`src/rtl/spi_wrapper.sv`:
```
// SPI slave front-end with a 256x8 single-port RAM, all logic on one system clock.
// 10-bit frames: 00 write-addr, 01 write-data, 10 read-addr, 11 read-data (byte returned on MISO).
module spi_wrapper #(
   parameter int MEM_DEPTH = 256,
   parameter int ADDR_SIZE = 8
) (
   input  logic clk,
   input  logic rst_n,
   input  logic MOSI,
   input  logic SS_n,
   output logic MISO
);

   localparam logic [2:0] IDLE      = 3'd0;
   localparam logic [2:0] CHK_CMD   = 3'd1;
   localparam logic [2:0] WRITE     = 3'd2;
   localparam logic [2:0] READ_ADD  = 3'd3;
   localparam logic [2:0] READ_DATA = 3'd4;

   logic [2:0]           state;
   logic [3:0]           bit_cnt;
   logic [9:0]           rx_data;
   logic                 rx_valid;
   logic [2:0]           rx_kind;
   logic                 tx_valid;
   logic [ADDR_SIZE-1:0] wr_addr;
   logic [ADDR_SIZE-1:0] rd_addr;
   logic                 rd_flag;
   logic [7:0]           mem [MEM_DEPTH];
   logic [7:0]           dout;
   logic [7:0]           tx_sh;
   logic [2:0]           tx_left;
   logic                 tx_active;

   // Frame capture: the state that received the word is remembered with rx_valid
   // so the decode still knows the command kind after SS_n has been released.
   always_ff @(posedge clk or negedge rst_n) begin
      if (!rst_n) begin
         state    <= IDLE;
         bit_cnt  <= 4'd0;
         rx_data  <= 10'd0;
         rx_valid <= 1'b0;
         rx_kind  <= IDLE;
      end else begin
         rx_valid <= 1'b0;
         if (SS_n) begin
            state   <= IDLE;
            bit_cnt <= 4'd0;
         end else begin
            case (state)
               IDLE: state <= CHK_CMD;
               CHK_CMD: begin
                  rx_data <= {rx_data[8:0], MOSI};
                  bit_cnt <= 4'd1;
                  state   <= (!MOSI) ? WRITE : (rd_flag ? READ_DATA : READ_ADD);
               end
               WRITE, READ_ADD, READ_DATA: begin
                  if (bit_cnt != 4'd10) begin
                     rx_data <= {rx_data[8:0], MOSI};
                     bit_cnt <= bit_cnt + 4'd1;
                     if (bit_cnt == 4'd9) begin
                        rx_valid <= 1'b1;
                        rx_kind  <= state;
                     end
                  end
               end
               default: state <= IDLE;
            endcase
         end
      end
   end

   // Command decode and MISO serializer; an SS_n release silences MISO but keeps the flag.
   always_ff @(posedge clk or negedge rst_n) begin
      if (!rst_n) begin
         wr_addr   <= '0;
         rd_addr   <= '0;
         rd_flag   <= 1'b0;
         tx_valid  <= 1'b0;
         MISO      <= 1'b0;
         tx_active <= 1'b0;
         tx_left   <= 3'd0;
      end else begin
         tx_valid <= 1'b0;
         if (rx_valid) begin
            case (rx_kind)
               WRITE:     if (rx_data[9:8] == 2'b00) wr_addr <= rx_data[ADDR_SIZE-1:0];
               READ_ADD: begin
                  rd_addr <= rx_data[ADDR_SIZE-1:0];
                  rd_flag <= 1'b1;
               end
               READ_DATA: tx_valid <= 1'b1;
               default: ;
            endcase
         end
         if (SS_n) begin
            MISO      <= 1'b0;
            tx_active <= 1'b0;
         end else if (tx_valid) begin
            MISO      <= dout[7];
            tx_active <= 1'b1;
            tx_left   <= 3'd7;
         end else if (tx_active) begin
            if (tx_left != 3'd0) begin
               MISO    <= tx_sh[7];
               tx_left <= tx_left - 3'd1;
            end else begin
               MISO      <= 1'b0;
               tx_active <= 1'b0;
               rd_flag   <= 1'b0;
            end
         end
      end
   end

   // RAM and read datapath carry no reset; contents survive rst_n.
   always_ff @(posedge clk) begin
      if (rx_valid && rx_kind == WRITE && rx_data[9:8] == 2'b01)
         mem[wr_addr] <= rx_data[7:0];
      if (rx_valid && rx_kind == READ_DATA)
         dout <= mem[rd_addr];
      if (tx_valid)
         tx_sh <= {dout[6:0], 1'b0};
      else if (tx_active)
         tx_sh <= {tx_sh[6:0], 1'b0};
   end

endmodule

```
`config.mk`:
```
export PLATFORM = sky130hd
export DESIGN_NAME = spi_wrapper
export DESIGN_NICKNAME = d
export VERILOG_FILES = /design/src/rtl/spi_wrapper.sv
export SDC_FILE = /design/constraint.sdc
export NUM_CORES = 2
export LEC_CHECK = 0
export ABC_AREA = 1
export BUFFER_PORTS_ARGS = -buffer_cell sky130_fd_sc_hd__buf_2
export CORE_MARGIN = 3
export CORE_UTILIZATION = 41
export DETAILED_ROUTE_END_ITERATION = 8
export GPL_TIMING_DRIVEN = 0
export PLACE_DENSITY = 0.57
export SKIP_CTS_REPAIR_TIMING = 1
export SLEW_MARGIN = 20
export SYNTH_ARGS = -nofsm -noshare
export SYNTH_HDL_FRONTEND = slang
export SYNTH_SLANG_ARGS = --single-unit
```
`constraint.sdc`:
```
create_clock -name clk -period 6.6 [get_ports clk]
set_clock_uncertainty 0.1 [all_clocks]
set_input_delay 0.33 -clock clk [delete_from_list [all_inputs] [get_ports clk]]
set_output_delay 0.33 -clock clk [all_outputs]
set_load 0.01 [all_outputs]
```
==> results.sh <==
export IMPL_layout_cells_non_filler=10409
export IMPL_dp_hpwl_um=251000
export IMPL_p_leak_nw=33.7
export IMPL_crit_fanout=11
export IMPL_drive_above_1_share_pct=10.4
export IMPL_cp_end_kind="register"
export IMPL_yosys_top_cells_area="edfxtp_1, nand3_1, nand2_1, buf_2, dfrtp_1"
export IMPL_grt_max_degree=76
export IMPL_rsz0062_at_grt="false"
export IMPL_grt_pass1_vias=56980
export IMPL_grt_pass1_wl_um=479000
export IMPL_worst_pin_slew_ns=1.28
export IMPL_yosysMostFrequentCell="nand2_1"
export IMPL_syn_area_per_cell_um2=11.9
export IMPL_n_fill_cell=18488
export IMPL_numCtsBuffers=212
export IMPL_die_x_um=462
export IMPL_num_vias=63089
export IMPL_synth_seq_area_share_pct=73.9
export IMPL_syn_to_final_growth_pct=13.5
export IMPL_utilization_pct=47.1
export IMPL_die_h_um=462
export IMPL_antenna_found_initial=21
export IMPL_postSynthCellCount=7182
export IMPL_cts_sinks=2107
export IMPL_hold_path_class="in -> async"
export IMPL_wl_um=359000
export IMPL_period_share_pct=69.2
export IMPL_hold_violations=0
export IMPL_grt_usage_pct=33.0
export IMPL_pre_cts_ws_ns=2.45
export IMPL_yosys_area_top_type_share_pct=72.6
export IMPL_cts_root_buf="clkbuf_16"
export IMPL_port_buffers=3
export IMPL_crit_reg2reg_launch="rd_addr[1]"
export IMPL_cts_max_level=4
export IMPL_synth_edf_count=2063
export IMPL_die_area_um2=214000
export IMPL_synth_top_area_cell="edfxtp_1"
export IMPL_vdd_ir_drop_max_v=0.000430
export IMPL_fin_crit_ns=4.57
export IMPL_placementRows=166
export IMPL_cp_required_ns=7.09
export IMPL_setup_viol=0
export IMPL_synthDistinctLibCells=28
export IMPL_cts_tree="built"
export IMPL_powerDensity_nw_per_um2=320
export IMPL_fin_ws_ns=2.03
export IMPL_vias_per_cell=6.06
export IMPL_worstSetupStartpoint="rd_addr[1]"
export IMPL_clkTransAtPathRegs_ns=0.06
export IMPL_ys_seq_elements=2107
export IMPL_io_pins=5
export IMPL_setup_tns_ns=0
export IMPL_dr_pass1_iters=9
export IMPL_drv_cap=0
export IMPL_arrival_ns=5.06
export IMPL_synth_async_reset_ratio_pct=2.09
export IMPL_clkLatencyLatePin_ns=0.89
export IMPL_start_util_pct=41.5
export IMPL_synthTopCellsByCount="nand2_1, edfxtp_1, nand3_1"
export IMPL_yosysWarnings=0
export IMPL_drv_slew=0
export IMPL_outcome="complete, no violations"
export IMPL_ys_flop_type="edfxtp_1"
export IMPL_startpoint_type="register"
export IMPL_cts_buffer_depth=3
export IMPL_nets=7454
export IMPL_critical_path_class="reg -> reg"
export IMPL_whs_ns=0.0767
export IMPL_gp_congestion=1.02
export IMPL_core_area_um2=206000
export IMPL_fmax_ghz=0.219
export IMPL_place_inst=10000
export IMPL_drcViolationCount=0
export IMPL_syn_area_um2=85400
export IMPL_drt_initial_drc_count=11252
export IMPL_ant_nets=0
export IMPL_post_drt_wl_per_cell_um=34.5
export IMPL_grt_ovfl_total=0
export IMPL_slew_headroom_pct=15.0
export IMPL_syn_num_nets=7191
==> final cells by class <==
class	count	area, um^2	share of cell area (%)
antenna	11	27.5	0.0284
buffer	487	2420	2.49
clock buffer	262	5550	5.73
clock inverter	133	1210	1.25
inverter	47	179	0.185
multi-input combinational	4541	19900	20.6
sequential	2107	63100	65.1
tap	2772	3470	3.58
timing repair buffer	49	1040	1.07
==> per-stage QoR <==
stage / power, W / instance area (um^2)
4_1_cts: 0.0309 / 96800
3_3_place_gp: 0.0193 / 88800
3_5_place_dp: 0.0192 / 90000
5_1_grt: 0.0316 / 96900
6_report: 0.0310 / 96900
2_1_floorplan: 0.0180 / 85400
==> sequential cells by signal, summed over array words and instances, names as in the netlist, 3 cells and up <==
signal and flops:
bit_cnt 4, tx_left 3, wr_addr 8, rx_kind 3
rd_addr 8, state 3, rx_data 10, dout 8
mem 2048, tx_sh 7
==> layout by cell type (no fill, tap or decap), drive strengths merged, types with 8 or more instances in the layout <==
cell	n
diode	11
buf	437
clkinv	107
nor3	8
nand2	2179
edfxtp	2063
nand3	2018
dfrtp	44
nor2	279
o21ai	31
bufinv	17
clkbuf	358
inv	52
==> worst paths after layout <==
kind | endpoint | slack (ns) | cells after the start
min in group clk | rx_data[0] | 0.23 | 4
setup / recovery | dout[5] | 2.03 | 12
hold reg to reg | state[1] | 0.38 | 1
hold / removal | tx_left[1] | 0.08 | 2
max in group asynchronous | rx_data[5] | 5.54 | 2
setup reg to reg | dout[5] | 2.03 | 12
==> report_power, final <==
part	internal [W]	switching [W]	leakage [nW]
Clock	0.00664	0.00539	3.30
Sequential	0.0164	0.000351	19.3
Combinational	0.000445	0.00181	11.1
Total	0.0235	0.00755	33.7
==> cells by family (layout without fill, tap and decap cells) <==
kind of cell,count (synthesis),count (layout),synth area share (%)
other cells,0,11,0
fa+ha+maj,5,5,0.0733
flops,2107,2107,73.9
compound gates,47,47,0.308
buf+inv,534,978,3.00
simple gates,4489,4489,22.7
==> critical path, cell delays in order (launching register included) <==
cell and delay, ns:
dfrtp_1 0.32, buf_4 0.28, buf_2 0.75, buf_1 0.97, nand3_1 0.24, nand3_1 0.24, nand3_1 0.09, nand3_1 0.13
nand3_1 0.20, nand3_1 0.49, nand2_1 0.19, nand2_1 0.10, nand2_1 0.13
==> routing by layer <==
layer  track usage [%]  part of all wire, %  routed length [um]  vias to the layer above
li1                  -                    -                   -                    26051
met4              17.8                  6.4               22900                       14
met2              48.3                   43              153000                     4966
met1              43.0                   36              131000                    31118
met5             0.860                 0.10                 375                        -
met3              11.8                   14               52000                      940
(Power assumes the default switching activity.)
